===== config.mk =====
export PLATFORM = sky130hd
export DESIGN_NAME = s_spi_sampler
export DESIGN_NICKNAME = d
export VERILOG_FILES = /design/src/rtl/s_spi_sampler.sv
export SDC_FILE = /design/constraint.sdc
export NUM_CORES = 1
export LEC_CHECK = 0
export BUFFER_PORTS_ARGS = -buffer_cell sky130_fd_sc_hd__buf_2
export CAP_MARGIN = 20
export CORE_MARGIN = 2
export CORE_UTILIZATION = 25
export DETAILED_ROUTE_END_ITERATION = 8
export HOLD_SLACK_MARGIN = 0.15
export PLACE_DENSITY_LB_ADDON = 0.05
export SYNTH_ARGS = -nofsm -noshare
export SYNTH_HDL_FRONTEND = slang
export SYNTH_SLANG_ARGS = --single-unit

===== constraint.sdc =====
create_clock -name clk -period 2.43 [get_ports clk]
set_input_delay 0.1215 -clock clk [delete_from_list [all_inputs] [get_ports clk]]
set_output_delay 0.1215 -clock clk [all_outputs]
set_load 0.02 [all_outputs]

===== src/rtl/s_spi_sampler.sv =====
// Oversampled SPI mode-0 slave byte engine clocked entirely by clk (MSB first).
// Optional macro S_SPI_GLITCH_FILTER_EN: accept SCLK/SS levels only after 2 stable clk cycles.
module s_spi_sampler #(
  parameter int DATA_W      = 8,
  parameter int SYNC_STAGES = 2
) (
  input  logic              clk,
  input  logic              rst,
  input  logic              SCLK,
  input  logic              MOSI,
  input  logic              SS,
  output logic              MISO,
  output logic [DATA_W-1:0] rx_data,
  output logic              rx_valid,
  input  logic [DATA_W-1:0] tx_data,
  output logic              tx_load,
  output logic              frame_start,
  output logic              frame_end,
  output logic              frame_abort,
  output logic [5:0]        byte_cnt,
  output logic              busy
);

  localparam int                CNT_W    = $clog2(DATA_W);
  localparam logic [CNT_W-1:0]  LAST_BIT = CNT_W'(DATA_W - 1);
  localparam logic [2:0]        PIN_RST  = 3'b100;  // {SS, MOSI, SCLK}

  typedef enum logic {IDLE, ACTIVE} state_t;

  logic [2:0]             pins;
  logic [SYNC_STAGES-1:0] sync_q [3];
  logic [SYNC_STAGES-1:0] primed_q;
  logic                   sclk_s, mosi_s, ss_s;
  logic                   sclk_stable, ss_stable;
  logic                   sclk_lvl_q, ss_lvl_q, ss_armed_q;
  logic                   sclk_rise, sclk_fall, ss_rise, ss_fall;

  state_t                 state_q;
  logic [DATA_W-1:0]      tx_shift_q, rx_data_q;
  logic [DATA_W-2:0]      rx_shift_q;
  logic [CNT_W-1:0]       bit_cnt_q;
  logic [5:0]             byte_cnt_q;
  logic                   word_seen_q, miso_q;
  logic                   rx_valid_q, tx_load_q, frame_start_q, frame_end_q, frame_abort_q;

  assign pins = {SS, MOSI, SCLK};

  generate
    for (genvar gi = 0; gi < 3; gi++) begin : g_sync
      always_ff @(posedge clk) begin
        if (rst) begin
          sync_q[gi] <= {SYNC_STAGES{PIN_RST[gi]}};
        end else begin
          sync_q[gi] <= {sync_q[gi][SYNC_STAGES-2:0], pins[gi]};
        end
      end
    end
  endgenerate

  assign sclk_s = sync_q[0][SYNC_STAGES-1];
  assign mosi_s = sync_q[1][SYNC_STAGES-1];
  assign ss_s   = sync_q[2][SYNC_STAGES-1];

`ifdef S_SPI_GLITCH_FILTER_EN
  logic sclk_d1_q, ss_d1_q;

  always_ff @(posedge clk) begin
    if (rst) begin
      sclk_d1_q <= 1'b0;
      ss_d1_q   <= 1'b1;
    end else begin
      sclk_d1_q <= sclk_s;
      ss_d1_q   <= ss_s;
    end
  end

  assign sclk_stable = (sclk_s == sclk_d1_q);
  assign ss_stable   = (ss_s == ss_d1_q);
`else
  assign sclk_stable = 1'b1;
  assign ss_stable   = 1'b1;
`endif

  // primed_q marks when ss_s carries a real post-reset pin sample; a frame may
  // only start after SS has been seen high from then on.
  always_ff @(posedge clk) begin
    if (rst) begin
      primed_q   <= '0;
      sclk_lvl_q <= 1'b0;
      ss_lvl_q   <= 1'b1;
      ss_armed_q <= 1'b0;
    end else begin
      primed_q <= {primed_q[SYNC_STAGES-2:0], 1'b1};
      if (sclk_stable) sclk_lvl_q <= sclk_s;
      if (ss_stable)   ss_lvl_q   <= ss_s;
      if (primed_q[SYNC_STAGES-1] && ss_stable && ss_s) ss_armed_q <= 1'b1;
    end
  end

  assign sclk_rise = sclk_stable &  sclk_s & ~sclk_lvl_q;
  assign sclk_fall = sclk_stable & ~sclk_s &  sclk_lvl_q;
  assign ss_rise   = ss_stable   &  ss_s   & ~ss_lvl_q;
  assign ss_fall   = ss_stable   & ~ss_s   &  ss_lvl_q & ss_armed_q;

  always_ff @(posedge clk) begin
    if (rst) begin
      state_q       <= IDLE;
      tx_shift_q    <= '0;
      rx_shift_q    <= '0;
      rx_data_q     <= '0;
      bit_cnt_q     <= '0;
      byte_cnt_q    <= '0;
      word_seen_q   <= 1'b0;
      miso_q        <= 1'b0;
      rx_valid_q    <= 1'b0;
      tx_load_q     <= 1'b0;
      frame_start_q <= 1'b0;
      frame_end_q   <= 1'b0;
      frame_abort_q <= 1'b0;
    end else begin
      rx_valid_q    <= 1'b0;
      tx_load_q     <= 1'b0;
      frame_start_q <= 1'b0;
      frame_end_q   <= 1'b0;
      frame_abort_q <= 1'b0;
      miso_q        <= (state_q == ACTIVE) ? tx_shift_q[DATA_W-1] : 1'b0;
      case (state_q)
        IDLE: begin
          if (ss_fall) begin
            state_q       <= ACTIVE;
            tx_shift_q    <= tx_data;
            tx_load_q     <= 1'b1;
            frame_start_q <= 1'b1;
            bit_cnt_q     <= '0;
            byte_cnt_q    <= '0;
            rx_shift_q    <= '0;
            word_seen_q   <= 1'b0;
          end
        end
        ACTIVE: begin
          // SS edges win; a coincident SCLK edge is dropped.
          if (ss_rise) begin
            state_q       <= IDLE;
            frame_end_q   <= 1'b1;
            frame_abort_q <= (bit_cnt_q != '0);
            bit_cnt_q     <= '0;
          end else if (sclk_rise) begin
            rx_shift_q <= {rx_shift_q[DATA_W-3:0], mosi_s};
            if (bit_cnt_q == LAST_BIT) begin
              rx_data_q   <= {rx_shift_q, mosi_s};
              rx_valid_q  <= 1'b1;
              byte_cnt_q  <= byte_cnt_q + 6'd1;
              bit_cnt_q   <= '0;
              word_seen_q <= 1'b1;
            end else begin
              bit_cnt_q <= bit_cnt_q + 1'b1;
            end
          end else if (sclk_fall) begin
            if (bit_cnt_q == '0 && word_seen_q) begin
              tx_shift_q <= tx_data;
              tx_load_q  <= 1'b1;
            end else begin
              tx_shift_q <= tx_shift_q << 1;
            end
          end
        end
        default: state_q <= IDLE;
      endcase
    end
  end

  assign MISO        = miso_q;
  assign rx_data     = rx_data_q;
  assign rx_valid    = rx_valid_q;
  assign tx_load     = tx_load_q;
  assign frame_start = frame_start_q;
  assign frame_end   = frame_end_q;
  assign frame_abort = frame_abort_q;
  assign byte_cnt    = byte_cnt_q;
  assign busy        = (state_q == ACTIVE);

endmodule


# Word-level counts from Yosys, hierarchy flattened
# Memories as Yosys holds them, arrays and structs flattened.
# Cells that the tools add are included.
op_classes:
  n_mul: 0
  div_mod_pow: 0
  bitwise: 15
  n_eq_ne: 8
  n_addsub: 2
  shifts: 0
  order_cmp: 0
  n_reduce_logical: 13
  mux: 42
ops:
  columns: ["op", "n"]
  rows:
  - ["2-to-1 mux 8 bit", 5]
  - ["2-to-1 mux 6 bit", 4]
  - ["2-to-1 mux 7 bit", 3]
  - ["2-to-1 mux 1 bit", 16]
  - ["case mux 8 bit (2 select lines)", 1]
  - ["case mux 7 bit (2 select lines)", 1]
  - ["2-to-1 mux 3 bit", 4]
  - ["case mux 6 bit (2 select lines)", 1]
  - ["AND reduction 4 bit", 3]
  - ["inequality test 2 bit (second input constant)", 5]
  - ["NOT 1 bit", 7]
  - ["adder 6 x 1 -> 6 bit (second input constant)", 1]
  - ["2-to-1 mux 2 bit", 3]
  - ["case mux 1 bit (2 select lines)", 3]
  - ["case mux 3 bit (2 select lines)", 1]
  - ["bitwise AND 1 bit", 5]
  - ["OR reduction 2 bit", 2]
  - ["OR reduction 4 bit", 1]
  - ["adder 3 x 1 -> 3 bit (second input constant)", 1]
  - ["== test 3 bit (second input constant)", 1]
  - ["logical NOT 3 bit", 1]
  - ["inequality test 3 bit (second input constant)", 1]
  - ["OR 1 bit", 3]
  - ["AND reduction 3 bit", 1]
  - ["5 further kinds", 6]
totals:
  mem_bits_ro: 0
  mem_count: 1
  reg_bits: 45
  inputBits: 13
  wordCells: 99
  mem_bits_rw: 6
  out_inout_bits: 21
  latch_bits: 0
memory_table:
  columns: ["memory", "depth", "width", "read_ports", "rd_ports_with_merged_regs", "write_ports", "line", "text"]
  rows:
  - ["sync_q", 3, 2, 3, 0, 3, "31", "logic [SYNC_STAGES-1:0] sync_q [3];"]

# Logic depth before layout (Yosys ltp)
# Gate-level depths: netlist of run 1.
logic_depth:
  depth_word: 7
  ltp_mapped: 9
  mapped_depth_nobuf: 6

# Worst setup path after synthesis of run 1
# Ideal clock, no wire load.
synth_timing:
  path_type: "reg2reg"
  from: "register bit_cnt_q[0]"
  to: "register byte_cnt_q[4], in the netlist byte_cnt[4]"
  setup_ns: 0.059
  path_slack_ns: 0.651
  n_path_buf: 2
  synth_period_minus_slack_ns: 1.779
  required_time_ns: 2.371
  path_stages_with_launch: 9
  arrival_time_ns: 1.720
  cell_sequence: "dfxtp_1 ha_1 ha_1 buf_6 and3b_4 nand3_2 buf_6 or4_1 nand2_1"
synth_via:
  elab_chain_cells: 3
synth_rtl:
  columns: ["element", "line", "text"]
  rows:
  - ["start, declared", "41", "logic [CNT_W-1:0] bit_cnt_q;"]
  - ["start signal, assigned", "156", "bit_cnt_q <= bit_cnt_q + 1'b1;"]
  - ["== test 3 bit", "149", "if (bit_cnt_q == LAST_BIT) begin"]
  - ["inequality test 2 x 1 -> 1 bit (no line)", null, null]
  - ["AND reduction 4 bit (no line)", null, null]
  - ["end signal, assigned", "152", "byte_cnt_q <= byte_cnt_q + 6'd1;"]
  - ["end, declared", "42", "logic [5:0] byte_cnt_q;"]
# No other way between the ends.
# A chain may end at the register's enable or synchronous reset.

# Final worst setup path of run 1
# Same ends and word-level chain as after synthesis.

==> impl_metrics.env, run 1 <==
export IMPL_grt_setup_unrepaired="false"
export IMPL_irDropWorstVdd_v=0.000320
export IMPL_synth_area_per_cell_sq_um=8.98
export IMPL_synth_nets=242
export IMPL_first_pass_iters=4
export IMPL_min_period_ns=2.04
export IMPL_dieWidth_um=93.9
export IMPL_worst_slew_pin_slew_ns=0.629
export IMPL_dieHeight_um=93.9
export IMPL_critPathKind="reg -> reg"
export IMPL_yosysTopAreaCell="dfxtp_1"
export IMPL_overflow=0
export IMPL_timing_setup_tns_ns=0
export IMPL_start_util_pct=26.0
export IMPL_grt_pass1_wl_um=7960
export IMPL_ctsRootBufferMaster="clkbuf_8"
export IMPL_fin_crit_sh_pct=84.0
export IMPL_power_share_clock_pct=43.0
export IMPL_ios=34
export IMPL_p_comb_share_pct=4.2
export IMPL_r2r_start="bit_cnt_q[0]$_SDFFE_PP0P_"
export IMPL_layout_nets=282
export IMPL_maxSlewViolCount=0
export IMPL_p_int_mw=1.29
export IMPL_crit_fanout=10
export IMPL_clk_latency_ns=0.30
export IMPL_grt_max_degree=28
export IMPL_drcViolationCount=0
export IMPL_cts_buffers=5
export IMPL_drt_wl_total_um=4750
export IMPL_synth_edf_count=0
export IMPL_synth_async_sr_flop_share_pct=0
export IMPL_yosys_register_bits=51
export IMPL_wl_per_cell_um=12.9
export IMPL_worstPathRequired_ns=2.68
export IMPL_arrival_ns=2.29
export IMPL_slew_headroom_pct=58.1
export IMPL_synthTopCellsByArea="dfxtp_1 51%, nand3_1 9.2%, a21oi_1 5.7%, nand2_1 4.1%, a311oi_1 3.0%"
export IMPL_antenna_found_initial=0
export IMPL_track_usage_pct=11.4
export IMPL_cts_sink_count=51
export IMPL_diodes=0
export IMPL_swShare_pct=20.1
export IMPL_synth_top_area_share_pct=50.5
export IMPL_min_path_cells=2
export IMPL_status="finished, final reports clean"
export IMPL_clk_pin_slew_ns=0.09
export IMPL_viasPerCell=4.52
export IMPL_h_tree_depth=2
export IMPL_postCtsSetupBuffers=0
export IMPL_utilization_pct=32.3
export IMPL_route_vias_total=1665
export IMPL_powerDensity_nw_per_um2=644
export IMPL_hp_class="in -> reg"
export IMPL_critPathLaunchType="flop"
export IMPL_hp_start="rst"
export IMPL_rows=32
export IMPL_hold_viol=0
export IMPL_skew_ns=0.00826
export IMPL_ys_seq_area_share_pct=50.5
export IMPL_drt_iter0_drc=30
export IMPL_area_growth_pct=24.1
export IMPL_grt_pass1_vias=1664
export IMPL_net_switching_power_uw=324
export IMPL_cts_tree="yes"
export IMPL_seqPwrFrac_pct=52.8
export IMPL_gp_congestion=0.718
export IMPL_antenna_left=0
export IMPL_cp_end_kind="flop"
export IMPL_synthFlopType="dfxtp_1"
export IMPL_regToRegSetupSlack_ns=0.39
export IMPL_max_cap_viol_count=0
export IMPL_r2r_cells=6
export IMPL_core_area_sq_um=7770
export IMPL_leakagePower_nw=0.975
export IMPL_portBuffers=33
export IMPL_ys_types=40
export IMPL_die_area_sq_um=8820
export IMPL_r2r_end="byte_cnt[4]$_SDFFE_PP0P_"
export IMPL_holdPathEnd="ss_armed_q$_SDFFE_PP0P_"
export IMPL_netlist_area_sq_um=2020
export IMPL_yosysWarnings=0
export IMPL_fmax_ghz=0.490
export IMPL_layout_drive_gt1_share_pct=19.5
export IMPL_place_hpwl_um=3050
export IMPL_clk_path_buf_depth=2
export IMPL_synthesis_instances=225
export IMPL_setup_violations_final=0
## worst max path at each step
stage	startpoint	endpoint	slack (ns)	depth (start not counted)
global route	bit_cnt_q[0]$_SDFFE_PP0P_	byte_cnt[4]$_SDFFE_PP0P_	0.28	6
global placement	bit_cnt_q[0]$_SDFFE_PP0P_	byte_cnt[4]$_SDFFE_PP0P_	0.46	6
floorplan	bit_cnt_q[0]$_SDFFE_PP0P_	byte_cnt[4]$_SDFFE_PP0P_	0.65	8
CTS	bit_cnt_q[0]$_SDFFE_PP0P_	byte_cnt[4]$_SDFFE_PP0P_	0.39	6
detailed placement	bit_cnt_q[0]$_SDFFE_PP0P_	byte_cnt[4]$_SDFFE_PP0P_	0.42	6
finish	bit_cnt_q[0]$_SDFFE_PP0P_	byte_cnt[4]$_SDFFE_PP0P_	0.39	6
## placed cells by master (no fill, tap or decap), types with 2 or more instances in the layout
cell | netlist | final
a21oi_1 | 23 | 23
a311oi_1 | 7 | 7
and3_1 | 3 | 3
buf_2 | 6 | 33
buf_4 | 2 | 6
bufinv_16 | 0 | 2
clkbuf_8 | 0 | 5
dfxtp_1 | 51 | 51
dlygate4sd3_1 | 0 | 11
ha_1 | 4 | 4
inv_1 | 5 | 5
nand2_1 | 22 | 22
nand2b_1 | 3 | 3
nand3_1 | 37 | 37
nand3b_1 | 2 | 2
nand4_1 | 4 | 4
nor2_1 | 13 | 13
nor2b_1 | 8 | 8
o2111ai_1 | 2 | 2
or2_2 | 3 | 3
or4_1 | 2 | 2
## sequential cells by signal (all words and copies together), names as in the netlist
signal,flops
rx_data,8
tx_shift_q,8
rx_shift_q,7
byte_cnt,6
sync_q,6
bit_cnt_q,3
primed_q,2
MISO,1
busy,1
frame_abort,1
frame_end,1
frame_start,1
rx_valid,1
sclk_lvl_q,1
ss_armed_q,1
ss_lvl_q,1
tx_load,1
word_seen_q,1
## synthesized netlist by cell type (3+ instances only)
master,count
a311oi_1,7
nand4_1,4
nand2b_1,3
inv_1,5
nor2b_1,8
nand2_1,22
clkbuf_1,6
nor2_1,13
or2_2,3
buf_2,6
dfxtp_1,51
a21oi_1,23
nand3_1,37
ha_1,4
and3_1,3
## power by group through the flow
stage	sequential (mW)	clock, mW	combinational [mW]
after floorplan	0.871	0	0.0355
after global placement	0.873	0	0.0562
after detailed placement	0.873	0	0.0557
after CTS	0.853	0.721	0.0692
after global routing	0.855	0.758	0.0770
final	0.853	0.694	0.0677
## per-stage QoR
| step | instances | cell area, sq um | setup slack, ns | hold WS (ns) | total power [mW] |
|---|---|---|---|---|---|
| finish | 368 | 2510 | 0.390 | 0.274 | 1.62 |
| global route | 368 | 2510 | 0.275 | 0.302 | 1.69 |
| CTS | 368 | 2510 | 0.391 | 0.278 | 1.64 |
| detailed placement | 349 | 2260 | 0.417 | 0.307 | 0.928 |
| global placement | 349 | 2260 | 0.460 | 0.305 | 0.929 |
| floorplan | 225 | 2020 | 0.651 | 0.225 | 0.907 |
## cell type report
class,count,area [sq um]
Multi-Input combinational cell,151,883
Inverter,6,22.5
Fill cell,862,5260
Timing Repair Buffer,50,320
Sequential cell,51,1020
Clock inverter,2,60.1
Clock buffer,6,72.6
Tap cell,102,128
## metal layers
layer | vias to the layer above | routed length (um) | GRT usage, %
li1 | 873 | - | -
met1 | 761 | 2460 | 15.2
met2 | 27 | 2080 | 18.0
met3 | 4 | 158 | 2.73
met4 | 0 | 50 | 3.99
met5 | - | 0 | 0
## kinds of logic (layout without fill, tap and decap cells)
kind of cell,count (synthesis),count (layout),synth area share (%)
xor+xnor,1,1,0.434
flops,51,51,50.5
fa+ha+maj,4,4,2.48
buf+inv,23,64,5.76
compound gates,42,42,14.2
simple gates,104,104,26.6
## critical path: stages, from the launching register on
cell and delay, ns:
dfxtp_1 0.39, ha_1 0.16, ha_1 0.38, and3b_4 0.28, nand3_2 0.17, or4_1 0.54
nand2_1 0.07
## timing repair
action	in CTS	in global routing
hold buffers	11	0
endpoints found under the hold margin	11	0
resized for setup	0	0
(Power assumes the default switching activity.)
==> run 2: changes to the inputs <==
==> constraint.sdc (replaced) <==
create_clock -name clk -period 1.8 [get_ports clk]
set_input_delay 0.09 -clock clk [delete_from_list [all_inputs] [get_ports clk]]
set_output_delay 0.09 -clock clk [all_outputs]
set_load 0.02 [all_outputs]
==> impl_metrics.env, run 2 (same netlist as run 1, synthesis figures left out) <==
export IMPL_wl_per_cell_um=13.1
export IMPL_drcViolationCount=0
export IMPL_clk_path_buf_depth=2
export IMPL_skew_ns=0.00455
export IMPL_seqPwrFrac_pct=56.6
export IMPL_critPathLaunchType="flop"
export IMPL_irDropWorstVdd_v=0.000350
export IMPL_cts_sink_count=51
export IMPL_die_area_sq_um=8820
export IMPL_overflow=0
export IMPL_leakagePower_nw=1.01
export IMPL_n_fill_cell=840
export IMPL_gp_congestion=0.714
export IMPL_setup_violations_final=0
export IMPL_arrival_ns=1.91
export IMPL_cts_tree="yes"
export IMPL_viasPerCell=4.57
export IMPL_ios=34
export IMPL_portBuffers=33
export IMPL_antenna_found_initial=0
export IMPL_grt_pass1_wl_um=8260
export IMPL_fmax_ghz=0.603
export IMPL_swShare_pct=21.4
export IMPL_power_share_clock_pct=38.6
export IMPL_dieHeight_um=93.9
export IMPL_h_tree_depth=2
export IMPL_final_common_cell="dfxtp_1"
export IMPL_first_pass_iters=4
export IMPL_p_int_mw=1.60
export IMPL_cp_slowest_stage_delay_ns=0.52
export IMPL_track_usage_pct=11.9
export IMPL_drt_wl_total_um=4900
export IMPL_drt_iter0_drc=101
export IMPL_maxSlewViolCount=0
export IMPL_cp_end_kind="flop"
export IMPL_status="finished, final reports clean"
export IMPL_area_growth_pct=27.1
export IMPL_critical_path_buf_inv_count=0
export IMPL_crit_chain="ha_1 -> ha_2 -> and3b_4 -> nand3_4 -> or4_1 -> nand2_1"
export IMPL_layout_nets=290
export IMPL_timing_setup_tns_ns=0
export IMPL_layout_common_cells="49 x dfxtp_1, 37 x nand3_1, 33 x buf_2"
export IMPL_layout_drive_gt1_share_pct=22.0
export IMPL_powerDensity_nw_per_um2=792
export IMPL_ctsRootBufferMaster="clkbuf_8"
export IMPL_start_util_pct=26.0
export IMPL_diodes=0
export IMPL_worst_slew_pin_slew_ns=0.358
export IMPL_max_cap_viol_count=0
export IMPL_cts_buffers=5
export IMPL_clk_pin_slew_ns=0.09
export IMPL_core_area_sq_um=7770
export IMPL_grt_pass1_vias=1656
export IMPL_grt_max_degree=38
export IMPL_clk_latency_ns=0.30
export IMPL_hold_viol=0
export IMPL_place_hpwl_um=3140
export IMPL_utilization_pct=33.1
export IMPL_antenna_left=0
export IMPL_slowest_stage="or4_1"
export IMPL_crit_fanout=9
export IMPL_hp_class="reg -> reg"
export IMPL_route_vias_total=1712
export IMPL_slew_headroom_pct=75.5
export IMPL_p_comb_share_pct=4.8
export IMPL_dieWidth_um=93.9
export IMPL_crit_family="simple AND/OR/NAND/NOR gates"
export IMPL_fin_crit_sh_pct=92.2
export IMPL_grt_setup_unrepaired="false"
export IMPL_min_period_ns=1.66
export IMPL_critPathKind="reg -> reg"
export IMPL_worstPathRequired_ns=2.05
export IMPL_net_switching_power_uw=435
export IMPL_rows=32
-- run 2: what timing repair did --
action,in CTS,in global routing
hold buffers,13,0
endpoints found under the hold margin,13,0
setup buffers,0,0
setup endpoints to repair,0,3
resized for setup,0,4
-- run 2: routing by layer --
layer | up-vias | routed length, um | GRT usage, % | part of all wire (%)
met5 | - | 0 | 0 | 0
met4 | 0 | 56 | 3.62 | 1.1
met3 | 6 | 159 | 2.89 | 3.2
met2 | 29 | 2190 | 18.8 | 45
met1 | 792 | 2490 | 16.2 | 51
li1 | 885 | - | - | -
-- run 2: power by group through the flow --
stage / clock network, mW / registers (mW) / logic, mW
CTS: 0.822 / 1.15 / 0.0997
finish: 0.786 / 1.15 / 0.0976
global placement: 0 / 1.18 / 0.0790
global route: 0.874 / 1.15 / 0.111
floorplan: 0 / 1.18 / 0.0479
detailed placement: 0 / 1.18 / 0.0785
-- run 2: per-stage QoR --
step                      hold slack, ns  cells  total power, mW  worst slack [ns]  instance area, sq um
after detailed placement           0.276    355             1.26            0.0552                  2320
final                              0.417    375             2.03             0.140                  2570
after CTS                          0.422    375             2.07            0.0319                  2550
after floorplan                    0.194    225             1.22            0.0207                  2020
after global placement             0.274    355             1.26            0.0843                  2320
after global routing               0.435    375             2.14           0.00339                  2570
-- run 2: path summary, 6_finish.rpt --
kind | endpoint | cells past startpoint | slack (ns) | startpoint
worst min-delay path | sync_q[2][1]$_SDFF_PP1_ | 1 | 0.42 | sync_q[2][0]$_SDFF_PP1_
worst max-delay path | byte_cnt[4]$_SDFFE_PP0P_ | 6 | 0.14 | bit_cnt_q[1]$_SDFFE_PP0P_
worst max register to register | byte_cnt[4]$_SDFFE_PP0P_ | 6 | 0.14 | bit_cnt_q[1]$_SDFFE_PP0P_
worst min register to register | sync_q[2][1]$_SDFF_PP1_ | 1 | 0.42 | sync_q[2][0]$_SDFF_PP1_
-- run 2: final cells by class --
class | instances | area, sq um | area share [%]
tap | 102 | 128 | 4.97
inverter | 6 | 22.5 | 0.877
sequential | 51 | 1020 | 39.9
multi-input combinational | 151 | 893 | 34.8
clock inverter | 1 | 30.0 | 1.17
clock buffer | 6 | 72.6 | 2.83
timing repair buffer | 58 | 398 | 15.5
-- run 2: worst reg2reg max path, cell delays in order, from the launching register on --
cell	delay (ns)
dfxtp_2	0.35
ha_1	0.15
ha_2	0.18
and3b_4	0.23
nand3_4	0.11
or4_1	0.52
nand2_1	0.07
==> run 3: changes to the inputs <==
--- a/config.mk
+++ b/config.mk
@@ -7,6 +7,7 @@
 export LEC_CHECK = 0
 export BUFFER_PORTS_ARGS = -buffer_cell sky130_fd_sc_hd__buf_2
 export CAP_MARGIN = 20
+export CORE_ASPECT_RATIO = 0.75
 export CORE_MARGIN = 2
 export CORE_UTILIZATION = 25
 export DETAILED_ROUTE_END_ITERATION = 8
==> impl_metrics.env, run 3 (same netlist as run 1, synthesis figures left out) <==
export IMPL_place_hpwl_um=3330
export IMPL_hp_class="reg -> reg"
export IMPL_cts_tree="yes"
export IMPL_hold_viol=0
export IMPL_drcViolationCount=0
export IMPL_rows=28
export IMPL_postCtsSetupBuffers=0
export IMPL_grt_pass1_vias=1571
export IMPL_viasPerCell=4.51
export IMPL_core_area_sq_um=7880
export IMPL_first_pass_iters=4
export IMPL_dieHeight_um=81.9
export IMPL_gp_congestion=0.744
export IMPL_critPathLaunchType="flop"
export IMPL_crit_chain="ha_1 -> ha_2 -> and3b_4 -> nand3_4 -> or4_1 -> nand2_1"
export IMPL_dieWidth_um=108
export IMPL_irDropWorstVdd_v=0.000350
export IMPL_ios=34
export IMPL_ctsRootBufferMaster="clkbuf_8"
export IMPL_clk_latency_ns=0.30
export IMPL_overflow=0
export IMPL_slowest_stage="or4_1"
export IMPL_grt_max_degree=30
export IMPL_diodes=0
export IMPL_route_vias_total=1709
export IMPL_layout_drive_gt1_share_pct=22.3
export IMPL_pre_cts_slack_ns=-0.0143
export IMPL_max_cap_viol_count=0
export IMPL_crit_fanout=10
export IMPL_drt_wl_total_um=4940
export IMPL_area_growth_pct=25.7
export IMPL_cts_buffers=5
export IMPL_worstPathRequired_ns=2.05
export IMPL_timing_setup_tns_ns=0
export IMPL_fin_ws_ns=0.114
export IMPL_cts_sink_count=51
export IMPL_powerDensity_nw_per_um2=738
export IMPL_clk_pin_slew_ns=0.09
export IMPL_layout_common_cells="50 x dfxtp_1, 37 x nand3_1, 33 x buf_2"
export IMPL_worst_slew_pin_slew_ns=0.518
export IMPL_slew_headroom_pct=65.5
export IMPL_clk_path_buf_depth=2
export IMPL_cp_slowest_stage_delay_ns=0.52
export IMPL_h_tree_depth=2
export IMPL_status="finished, final reports clean"
export IMPL_wl_per_cell_um=13.0
export IMPL_fin_crit_sh_pct=93.7
export IMPL_arrival_ns=1.94
export IMPL_dpl_cell_area_sq_um=2340
export IMPL_portBuffers=33
export IMPL_die_area_sq_um=8830
export IMPL_antenna_left=0
export IMPL_grt_pass1_wl_um=8140
export IMPL_leakagePower_nw=0.995
export IMPL_layout_nets=292
export IMPL_min_period_ns=1.69
export IMPL_skew_ns=0.00248
export IMPL_final_common_cell="dfxtp_1"
export IMPL_antenna_found_initial=0
export IMPL_setup_violations_final=0
export IMPL_fmax_ghz=0.593
export IMPL_start_util_pct=25.6
export IMPL_maxSlewViolCount=0
export IMPL_drt_iter0_drc=50
export IMPL_track_usage_pct=12.0
export IMPL_critPathKind="reg -> reg"
export IMPL_grt_setup_unrepaired="false"
export IMPL_final_area_sq_um=2540
export IMPL_cp_end_kind="flop"
-- run 3: per-stage QoR --
stage	total power [mW]	util (%)	cells	hold WS, ns
detailed placement	1.26	29.6	361	0.275
CTS	1.90	32.2	379	0.418
global placement	1.26	29.6	361	0.275
floorplan	1.22	-	225	0.194
global route	1.96	32.2	379	0.439
finish	1.87	32.2	379	0.415
-- run 3: layout make-up --
cell class,instances,area (sq um)
multi-input combinational,151,893
timing repair buffer,60,398
sequential,51,1020
tap,105,131
inverter,6,22.5
clock buffer,6,72.6
fill,853,5340
-- run 3: final timing paths --
check                       startpoint                       end  slack [ns]  cells after the start
max          bit_cnt_q[1]$_SDFFE_PP0P_  byte_cnt[3]$_SDFFE_PP0P_        0.11                      6
min            sync_q[2][0]$_SDFF_PP1_   sync_q[2][1]$_SDFF_PP1_        0.42                      1
max reg2reg  bit_cnt_q[1]$_SDFFE_PP0P_  byte_cnt[3]$_SDFFE_PP0P_        0.11                      6
min reg2reg    sync_q[2][0]$_SDFF_PP1_   sync_q[2][1]$_SDFF_PP1_        0.42                      1
-- run 3: metal layers --
| layer | up-vias | wire length [um] | GRT usage (%) |
|---|---|---|---|
| li1 | 888 | - | - |
| met1 | 792 | 2780 | 18.0 |
| met2 | 23 | 1900 | 16.0 |
| met3 | 6 | 199 | 3.57 |
| met4 | 0 | 56 | 3.85 |
| met5 | - | 0 | 0 |
-- run 3: power breakdown --
group          internal [mW]  total [mW]  switching [mW]
logic                 0.0489       0.100          0.0516
clock network          0.260       0.623           0.362
registers               1.14        1.15         0.00833
-- run 3: critical path, delay by kind of cell, from the launching register on --
kind          cells  cell delay, ns
fa+ha+maj         2            0.34
flops             1            0.36
simple gates      4            0.94
-- run 3: timing repair --
item,4_1_cts,5_1_grt
gates resized for setup,1,2
endpoints found under the hold margin,13,0
endpoints found under the setup margin,2,2
hold buffers,12,0
